===== src/rtl/mcu_spi_link.sv =====
// SPI mode-0 slave: oversamples the MCU pins in clk, decodes a target-select byte,
// then streams payload bytes to one of four targets and shifts their replies back.
module mcu_spi_link #(
  parameter int unsigned SYNC_STAGES = 2
) (
  input  logic       clk,
  input  logic       reset,
  input  logic       spi_csn,
  input  logic       spi_sck,
  input  logic       spi_mosi,
  output logic       spi_miso,
  output logic [7:0] data_in,
  output logic       data_in_start,
  output logic [3:0] tgt_strobe,
  input  logic [7:0] sys_dout,
  input  logic [7:0] hid_dout,
  input  logic [7:0] osd_dout,
  input  logic [7:0] sdc_dout
);

  typedef enum logic [1:0] {
    IDLE,
    TARGET,
    PAYLOAD
  } state_t;

  logic [SYNC_STAGES-1:0] csn_sync_q, sck_sync_q, mosi_sync_q;
  logic                   csn_prev_q, sck_prev_q;

  state_t     state_q, state_d;
  logic [2:0] bit_cnt_q, bit_cnt_d;
  logic [7:0] rx_q, rx_d;
  logic [7:0] tx_q, tx_d;
  logic [1:0] tgt_q, tgt_d;
  logic       tgt_valid_q, tgt_valid_d;
  logic       first_q, first_d;
  logic       load_pend_q, load_pend_d;
  logic [7:0] data_in_q, data_in_d;
  logic       start_q, start_d;
  logic [3:0] strobe_q, strobe_d;

  logic       csn_s, sck_s, mosi_s;
  logic       sck_rise, sck_fall, csn_fall;
  logic [7:0] rx_byte;
  logic [7:0] reply;

  // Sync chains reset low with csn_prev low, so a CSN already held low across
  // reset never looks like a falling edge: the frame must restart.
  always_ff @(posedge clk) begin
    if (reset) begin
      csn_sync_q  <= '0;
      sck_sync_q  <= '0;
      mosi_sync_q <= '0;
      csn_prev_q  <= 1'b0;
      sck_prev_q  <= 1'b0;
    end else begin
      csn_sync_q  <= {csn_sync_q[SYNC_STAGES-2:0], spi_csn};
      sck_sync_q  <= {sck_sync_q[SYNC_STAGES-2:0], spi_sck};
      mosi_sync_q <= {mosi_sync_q[SYNC_STAGES-2:0], spi_mosi};
      csn_prev_q  <= csn_sync_q[SYNC_STAGES-1];
      sck_prev_q  <= sck_sync_q[SYNC_STAGES-1];
    end
  end

  assign csn_s    = csn_sync_q[SYNC_STAGES-1];
  assign sck_s    = sck_sync_q[SYNC_STAGES-1];
  assign mosi_s   = mosi_sync_q[SYNC_STAGES-1];
  assign sck_rise = sck_s & ~sck_prev_q;
  assign sck_fall = ~sck_s & sck_prev_q;
  assign csn_fall = ~csn_s & csn_prev_q;
  assign rx_byte  = {rx_q[6:0], mosi_s};

  always_comb begin
    reply = 8'h00;
    if (tgt_valid_q) begin
      case (tgt_q)
        2'd0:    reply = sys_dout;
        2'd1:    reply = hid_dout;
        2'd2:    reply = osd_dout;
        default: reply = sdc_dout;
      endcase
    end
  end

  always_comb begin
    state_d     = state_q;
    bit_cnt_d   = bit_cnt_q;
    rx_d        = rx_q;
    tx_d        = tx_q;
    tgt_d       = tgt_q;
    tgt_valid_d = tgt_valid_q;
    first_d     = first_q;
    load_pend_d = load_pend_q;
    data_in_d   = data_in_q;
    start_d     = start_q;
    strobe_d    = '0;

    case (state_q)
      IDLE: begin
        bit_cnt_d   = '0;
        rx_d        = '0;
        tx_d        = '0;
        load_pend_d = 1'b0;
        if (csn_fall) state_d = TARGET;
      end

      TARGET: begin
        tx_d        = '0;
        load_pend_d = 1'b0;
        if (sck_rise) begin
          rx_d      = rx_byte;
          bit_cnt_d = bit_cnt_q + 3'd1;
          if (bit_cnt_q == 3'd7) begin
            tgt_d       = rx_byte[1:0];
            tgt_valid_d = (rx_byte[7:2] == 6'd0);
            first_d     = 1'b1;
            state_d     = PAYLOAD;
          end
        end
      end

      PAYLOAD: begin
        if (sck_rise) begin
          rx_d      = rx_byte;
          bit_cnt_d = bit_cnt_q + 3'd1;
          if (bit_cnt_q == 3'd7) begin
            data_in_d   = rx_byte;
            start_d     = first_q;
            first_d     = 1'b0;
            load_pend_d = 1'b1;
            if (tgt_valid_q) strobe_d[tgt_q] = 1'b1;
          end
        end else if (sck_fall) begin
          if (load_pend_q) begin
            tx_d        = reply;
            load_pend_d = 1'b0;
          end else begin
            tx_d = {tx_q[6:0], 1'b0};
          end
        end
      end

      default: state_d = IDLE;
    endcase

    // CSN high overrides everything, including a byte completing in the same clk.
    if (csn_s) begin
      state_d     = IDLE;
      bit_cnt_d   = '0;
      rx_d        = '0;
      tx_d        = '0;
      tgt_valid_d = 1'b0;
      load_pend_d = 1'b0;
      data_in_d   = data_in_q;
      start_d     = start_q;
      strobe_d    = '0;
    end
  end

  always_ff @(posedge clk) begin
    if (reset) begin
      state_q     <= IDLE;
      bit_cnt_q   <= '0;
      rx_q        <= '0;
      tx_q        <= '0;
      tgt_q       <= '0;
      tgt_valid_q <= 1'b0;
      first_q     <= 1'b0;
      load_pend_q <= 1'b0;
      data_in_q   <= '0;
      start_q     <= 1'b0;
      strobe_q    <= '0;
    end else begin
      state_q     <= state_d;
      bit_cnt_q   <= bit_cnt_d;
      rx_q        <= rx_d;
      tx_q        <= tx_d;
      tgt_q       <= tgt_d;
      tgt_valid_q <= tgt_valid_d;
      first_q     <= first_d;
      load_pend_q <= load_pend_d;
      data_in_q   <= data_in_d;
      start_q     <= start_d;
      strobe_q    <= strobe_d;
    end
  end

  assign spi_miso      = tx_q[7] & ~csn_s;
  assign data_in       = data_in_q;
  assign data_in_start = start_q;
  assign tgt_strobe    = strobe_q;

endmodule

===== config.mk =====
export PLATFORM = sky130hd
export DESIGN_NAME = mcu_spi_link
export DESIGN_NICKNAME = d
export VERILOG_FILES = /design/src/rtl/mcu_spi_link.sv
export SDC_FILE = /design/constraint.sdc
export NUM_CORES = 1
export LEC_CHECK = 0
export CORE_MARGIN = 4
export CORE_UTILIZATION = 30
export CTS_CLUSTER_SIZE = 16
export DETAILED_ROUTE_END_ITERATION = 16
export GPL_TIMING_DRIVEN = 0
export PLACE_DENSITY = 0.51
export SLEW_MARGIN = 20
export SYNTH_ARGS = -nofsm -noshare
export SYNTH_HDL_FRONTEND = slang
export SYNTH_SLANG_ARGS = --single-unit

===== constraint.sdc =====
create_clock -name clk -period 3.05 [get_ports clk]
set_input_delay 0.61 -clock clk [delete_from_list [all_inputs] [get_ports clk]]
set_output_delay 0.61 -clock clk [all_outputs]
set_load 0.1 [all_outputs]

Yosys cells after proc, flatten, opt, wreduce, memory -nomap -nowiden
Cells that the tools add are included.
- memory bits (read-only): 0
- latch bits: 0
- memories: 0
- memory bits (writable): 0
- bits in registers: 46
- output and inout bits: 14
- word-level logic and storage cells: 87
- bits of input ports: 37
- shift-type cells: 0
- multipliers: 0
- eq/ne operators: 15
- reduce and logical (&&, ||, !) cells: 18
- muxes and demuxes: 24
- $lt $le $gt $ge: 2
- bitwise logic cells: 11
- add/subtract/negate cells: 1
- div/mod/pow operators: 0
- operators by type and width (kind ; number):
    8-bit two-way mux ; 4
    8-bit one-hot mux with 3 select lines ; 1
    8-bit one-hot mux with 2 select lines ; 1
    2-bit inequality test, second input constant ; 7
    7-bit one-hot mux with 2 select lines ; 1
    3-bit AND reduction ; 3
    4-bit AND reduction ; 2
    1-bit two-way mux ; 7
    7-bit two-way mux ; 1
    1-bit inverter ; 7
    6-bit logical NOT ; 1
    2-bit two-way mux ; 3
    3-bit inequality test, second input constant ; 2
    2-bit one-hot mux with 3 select lines ; 1
    3-bit one-hot mux with 2 select lines ; 1
    2-bit nonzero test ; 3
    2-bit OR reduction ; 3
    6-bit OR reduction ; 1
    5-bit AND reduction ; 1
    1-bit AND ; 4
    2-bit by 1-bit equality test with 1-bit output, second input constant ; 2
    2-bit equality test, second input constant ; 2
    2-bit logical NOT ; 2
    1-bit one-hot mux with 2 select lines ; 2
    other kinds (9) ; 9

Logic depth before layout (Yosys ltp)
Gate-level depths: netlist of run 1.
- word-level depth: 7
- mapped depth: 7
- gate-level depth less buffers: 5

Least setup slack after synthesis of run 1
Ideal clock, no wire load.
- path type: reg-to-output
- start: register csn_sync_q[1]
- end: output port spi_miso
- arrival time: 1686 ps
- cell stages (with the launch flop): 2
- path slack: 754 ps
- data required time: 2440 ps
- path buffers: 0
- path through: dfxtp_1 nor2b_1
- word-level cells in the longest chain between the ends: 2
- ends and longest elaborated chain (what ; RTL line ; text):
    from (decl) ; 27 ; logic [SYNC_STAGES-1:0] csn_sync_q, sck_sync_q, mosi_sync_q;
    from (signal assigned) ; 57 ; csn_sync_q <= {csn_sync_q[SYNC_STAGES-2:0], spi_csn};
    1-bit inverter (no source line) ; -- ;
    1-bit AND ; 188 ; assign spi_miso = tx_q[7] & ~csn_s;
    to (decl) ; 11 ; output logic spi_miso,
Every way passes these cells.

Worst setup path in the final report of run 1
Same ends and word-level chain as after synthesis.

==> flow_summary.json, run 1 <==
{
  "slowest_delay_ns": 1.14,
  "grt_pass1_vias": 1615,
  "worst_slew_pin_slew_ns": 0.964,
  "syn_area_sq_mm": 0.00199,
  "leakage_nw": 0.988,
  "dp_hpwl_um": 3550,
  "grt_max_degree": 15,
  "layout-drive-gt1-share": 0.0757,
  "async_flop_share": 0,
  "status": "finished clean",
  "drt_pass1_iterations": 4,
  "slew_headroom": 0.348,
  "clkTransAtPathRegs_ns": 0.08,
  "cts.repair.resized": 0,
  "core_area_sq_mm": 0.00639,
  "routed_wl_um": 4760,
  "synth.top_cells.by_count": "dfxtp_1 (46), nand2_1 (23), nor2_1 (17)",
  "area_delta_synth_final_pct": 34.3,
  "fmaxAchievable_mhz": 390,
  "die_x_um": 89.5,
  "start_util": 0.312,
  "vias": 1650,
  "skew_ns": 0.00457,
  "cts.sinks": 46,
  "cp_max_fo": 9,
  "yosysWarnings": 0,
  "holdPathEnd": "csn_sync_q[1]",
  "dieArea_sq_mm": 0.00800,
  "rsz0062_at_grt": "false",
  "hold_depth": 1,
  "synth_area_per_cell_sq_um": 10.3,
  "cts_tree": "yes",
  "cts_setup_buffers": 0,
  "worst_ep_required_time_ns": 2.44,
  "wire_per_inst_um": 14.5,
  "grt_overflow_total": 0,
  "rows": 29,
  "drv_cap": 0,
  "grt.total_usage": 0.125,
  "synth.area.top_cells": "dfxtp_1 (46%), mux4_2 (5.7%), ha_1 (5.0%)",
  "viasPerCell": 5.03,
  "finalCriticalPeriod_ns": 2.57,
  "port_buffers": 50,
  "ir_worst_vdd_mv": 0.247,
  "syn_nets": 238,
  "grt_pass1_wl_um": 7780,
  "synth.most_common_cell": "dfxtp_1",
  "synth_seq_cells": 46,
  "hold_path.class": "flop to flop",
  "rrSetupSlack_ns": 1.00,
  "criticalPathCategory": "flop to output pin",
  "yosysTopAreaCell": "dfxtp_1",
  "drtAntennaViolNets": 0,
  "cts_buffer_depth": 2,
  "worst_hold_slack_ns": 0.442,
  "yosysUniqueCellTypes": 38,
  "crit_chain": "nor2b_1 > clkdlybuf4s50_1",
  "final-max-slew-violation-count": 0,
  "arrival_ns": 1.96,
  "root_buffer": "clkbuf_8",
  "antenna_found_initial": 0,
  "drt_iter0_drc": 42,
  "cts_buffers": 5,
  "insertion_delay_ns": 0.29,
  "h-tree-depth": 2,
  "synth_edf_count": 0,
  "critPathCaptureType": "output pin",
  "final_hold_viol_count": 0,
  "synth_top_area_frac": 0.463,
  "hp-start": "csn_sync_q[0]",
  "nets": 295,
  "gp_congestion": 0.690,
  "drc_errors": 0,
  "power.total_w": 0.00106,
  "finalSetupViolations": 0,
  "ys_seq_area_frac": 0.463,
  "slowest_stage": "clkdlybuf4s50_1",
  "start_kind": "flop",
  "reg2reg_depth": 6,
  "die_y_um": 89.5,
  "syn_inst": 193,
  "r2r-end": "tx_q[4]",
  "fin_crit_sh": 0.841,
  "ys.flop_type": "dfxtp_1",
  "setup_tns_ns": 0,
  "cts.hold.buffers_added": 0,
  "p_per_area_mw_per_mm2": 395,
  "ios": 51,
  "r2r_start": "state_q[0]",
  "diodes": 0
}
critical path, delay by kind of cell, from the launching register on:
family | cells | cell delay (ns)
buf+inv | 1 | 1.14
flops | 1 | 0.39
simple gates | 1 | 0.13
layer usage:
metal  vias to the layer above  wire length, um  GRT usage
met5                         -                0          0
met4                         0               51     0.0419
met3                         5              348     0.0323
met2                        38             2160      0.202
met1                       789             2200      0.162
li1                        818                -          -
worst max path at each step:
stage                        startpoint        to
after detailed placement          reset   tx_q[4]
final                     csn_sync_q[1]  spi_miso
after CTS                 csn_sync_q[1]  spi_miso
after global placement            reset   tx_q[7]
after floorplan           csn_sync_q[1]  spi_miso
after global routing      csn_sync_q[1]  spi_miso
placed cells by master, fill, tap and decap left out, drive strengths merged, types with 8 or more instances in the layout:
master,n
nor2b,9
a21oi,11
nand2,23
and3,8
clkdlybuf4s50,50
dfxtp,46
ha,8
mux4,8
clkbuf,11
a22oi,9
nor2,17
sequential cells by signal, summed over array words and instances (netlist names), 2 cells and up:
signal and cells:
bit_cnt_q 3, tx_q 8, tgt_strobe 4, csn_sync_q 2, data_in 8, rx_q 7, tgt_q 2, mosi_sync_q 2
state_q 2, sck_sync_q 2
logic make-up (layout without fill, tap and decap cells):
family,after synthesis,count (layout),share of synthesized area
adder cells (fa/ha/maj),8,8,0.0503
buffers and inverters,15,73,0.0339
multiplexers,13,13,0.121
flip-flops,46,46,0.463
AO/OA/AOI/OAI,36,36,0.131
AND/OR/NAND/NOR,75,75,0.201
metrics by stage:
step	setup slack, ns	cell area (sq um)	util	cells
floorplan	0.754	1990	-	193
global placement	0.555	2590	0.405	320
detailed placement	0.587	2590	0.405	320
CTS	0.462	2670	0.419	328
global route	0.410	2670	0.419	328
finish	0.484	2670	0.419	328
power breakdown:
part	switching [W]	internal (W)	leakage (nW)	total [W]
clock network	0.000203	0.000162	0.0452	0.000365
registers	0.00000318	0.000605	0.372	0.000608
logic	0.0000266	0.0000557	0.571	0.0000822
total	0.000233	0.000822	0.988	0.00106
cell type report:
cell class                 count  area (sq um)
fill                         649          3710
multi-input combinational    132          1000
sequential                    46           921
timing repair buffer          50           500
tap                           77          96.3
clock buffer                   6          72.6
buffer                         9          45.0
inverter                       6          22.5
clock inverter                 2          13.8
(Power assumes the default switching activity.)
==> inputs of run 2 (changes only) <==
==> constraint.sdc (replaced) <==
create_clock -name clk -period 2.4 [get_ports clk]
set_input_delay 0.48 -clock clk [delete_from_list [all_inputs] [get_ports clk]]
set_output_delay 0.48 -clock clk [all_outputs]
set_load 0.1 [all_outputs]
==> run 2 against run 1 <==
Core utilization about the same. Critical endpoint is now data_in_start. Sequential cell count unchanged. Power increased by 27%. Highest routed layer unchanged. Combinational power increased by 28%. Clock skew unchanged. Critical path depth decreased by 1. Cell count unchanged. Sequential power increased by 27%. Clock-buffer cell count unchanged.
==> flow_summary.json, run 2 (same netlist as run 1, synthesis figures left out) <==
{
  "status": "finished clean",
  "hold_depth": 1,
  "h-tree-depth": 2,
  "ios": 51,
  "drt_iter0_drc": 42,
  "ir_worst_vdd_mv": 0.313,
  "grt_pass1_wl_um": 7780,
  "antenna_found_initial": 0,
  "nets": 295,
  "rows": 29,
  "gp_congestion": 0.690,
  "arrival_ns": 1.78,
  "crit_chain": "clkdlybuf4s50_1",
  "fillers": 649,
  "startpoint": "data_in_start",
  "start_kind": "flop",
  "viasPerCell": 5.03,
  "pwr-share-seq": 0.576,
  "worst_ep_required_time_ns": 1.92,
  "skew_ns": 0.00457,
  "reg2reg_depth": 6,
  "vias": 1650,
  "met3_length_um": 349,
  "critPathCaptureType": "output pin",
  "grt_pass1_vias": 1615,
  "switchingPower_w": 0.000296,
  "slew_headroom": 0.348,
  "layout_commonest_cell": "clkdlybuf4s50_1",
  "multi_input_comb_area_sq_mm": 0.00100,
  "grt_max_degree": 15,
  "r2r_start": "state_q[0]",
  "grt_overflow_total": 0,
  "cts.sinks": 46,
  "p_sw_frac": 0.221,
  "cts_buffers": 5,
  "area_delta_synth_final_pct": 34.3,
  "fin_crit_sh": 0.940,
  "path_delay_family": "buffers and inverters",
  "p_per_area_mw_per_mm2": 502,
  "setup_tns_ns": 0,
  "cp_num_buf_inv": 1,
  "clkPwrFrac": 0.346,
  "p_int_w": 0.00105,
  "leakage_nw": 0.993,
  "place_area_sq_mm": 0.00259,
  "clkTransAtPathRegs_ns": 0.08,
  "worst_slew_pin_slew_ns": 0.964,
  "rsz0062_at_grt": "false",
  "drc_errors": 0,
  "die_x_um": 89.5,
  "dieArea_sq_mm": 0.00800,
  "grt.total_usage": 0.125,
  "final-max-slew-violation-count": 0,
  "layout-drive-gt1-share": 0.0757,
  "cp_max_fo": 2,
  "start_util": 0.312,
  "met2WireLength_um": 2160,
  "diodes": 0,
  "ff_latch_area_sq_um": 921,
  "rrSetupSlack_ns": 0.35,
  "drt_pass1_iterations": 4,
  "finalSetupViolations": 0,
  "criticalPathCategory": "flop to output pin",
  "insertion_delay_ns": 0.29,
  "drtAntennaViolNets": 0,
  "p_comb_frac": 0.078,
  "r2r-end": "tx_q[4]",
  "routed_wl_um": 4760,
  "top_layer": "met4",
  "slowest_delay_ns": 1.14,
  "root_buffer": "clkbuf_8",
  "fmaxAchievable_mhz": 443,
  "final_hold_viol_count": 0,
  "port_buffers": 50,
  "cts_buffer_depth": 2,
  "drt-met1-wl_um": 2200,
  "die_y_um": 89.5,
  "hold_path.class": "flop to flop",
  "critPathCapture": "data_in_start",
  "final_cell_mix": "clkdlybuf4s50_1 (49), dfxtp_1 (46), nand2_1 (23), nor2_1 (17), a21oi_1 (11)",
  "wire_per_inst_um": 14.5,
  "slowest_stage": "clkdlybuf4s50_1",
  "cp.depth": 1,
  "cts_tree": "yes",
  "core_area_sq_mm": 0.00639,
  "final_area_sq_mm": 0.00267,
  "finalCriticalPeriod_ns": 2.26,
  "drv_cap": 0,
  "dp_hpwl_um": 3550
}
[run 2: changes by cell type in the layout (fill, tap and decap cells not counted)]
cell	previous run	this run
clkdlybuf4s50_1	50	49
dlygate4sd2_1	0	1
[run 2: stage by stage]
stage / total power, W / hold slack, ns / utilization / instances / setup WS [ns]
2_1_floorplan: 0.000826 / 0.414 / - / 193 / 0.234
3_3_place_gp: 0.000896 / 0.422 / 0.405 / 320 / 0.0355
3_5_place_dp: 0.000897 / 0.424 / 0.405 / 320 / 0.0669
4_1_cts: 0.00136 / 0.445 / 0.418 / 328 / 0.116
5_1_grt: 0.00141 / 0.467 / 0.418 / 328 / 0.0868
6_report: 0.00134 / 0.442 / 0.418 / 328 / 0.144
[run 2: final cells by class]
class | instances | area share
Inverter | 6 | 0.00843
Clock buffer | 6 | 0.0272
Clock inverter | 2 | 0.00515
Sequential cell | 46 | 0.345
Tap cell | 77 | 0.0360
Timing Repair Buffer | 50 | 0.187
Buffer | 9 | 0.0169
Multi-Input combinational cell | 132 | 0.375
[run 2: power groups by stage]
stage / Clock, W / Sequential (W) / Combinational [W]
final: 0.000464 / 0.000773 / 0.000105
after global routing: 0.000518 / 0.000774 / 0.000114
after CTS: 0.000485 / 0.000773 / 0.000106
after detailed placement: 0 / 0.000791 / 0.000106
after global placement: 0 / 0.000791 / 0.000105
after floorplan: 0 / 0.000789 / 0.0000366
[run 2: routing by layer]
| metal | vias up | track usage |
|---|---|---|
| li1 | 818 | - |
| met1 | 789 | 0.162 |
| met2 | 38 | 0.202 |
| met3 | 5 | 0.0323 |
| met4 | 0 | 0.0419 |
| met5 | - | 0 |
[run 2: worst min-delay path by stage]
| stage | end | startpoint | slack, ns |
|---|---|---|---|
| global route | mosi_sync_q[1] | mosi_sync_q[0] | 0.47 |
| finish | csn_sync_q[1] | csn_sync_q[0] | 0.44 |
| global placement | mosi_sync_q[1] | mosi_sync_q[0] | 0.42 |
| detailed placement | csn_sync_q[1] | csn_sync_q[0] | 0.42 |
| floorplan | csn_sync_q[1] | csn_sync_q[0] | 0.41 |
| CTS | csn_sync_q[1] | csn_sync_q[0] | 0.44 |
[run 2: repair_timing]
action,CTS,global route
setup endpoints to repair,1,0
hold buffers,0,0
buffers inserted,0,0
resized for setup,1,0
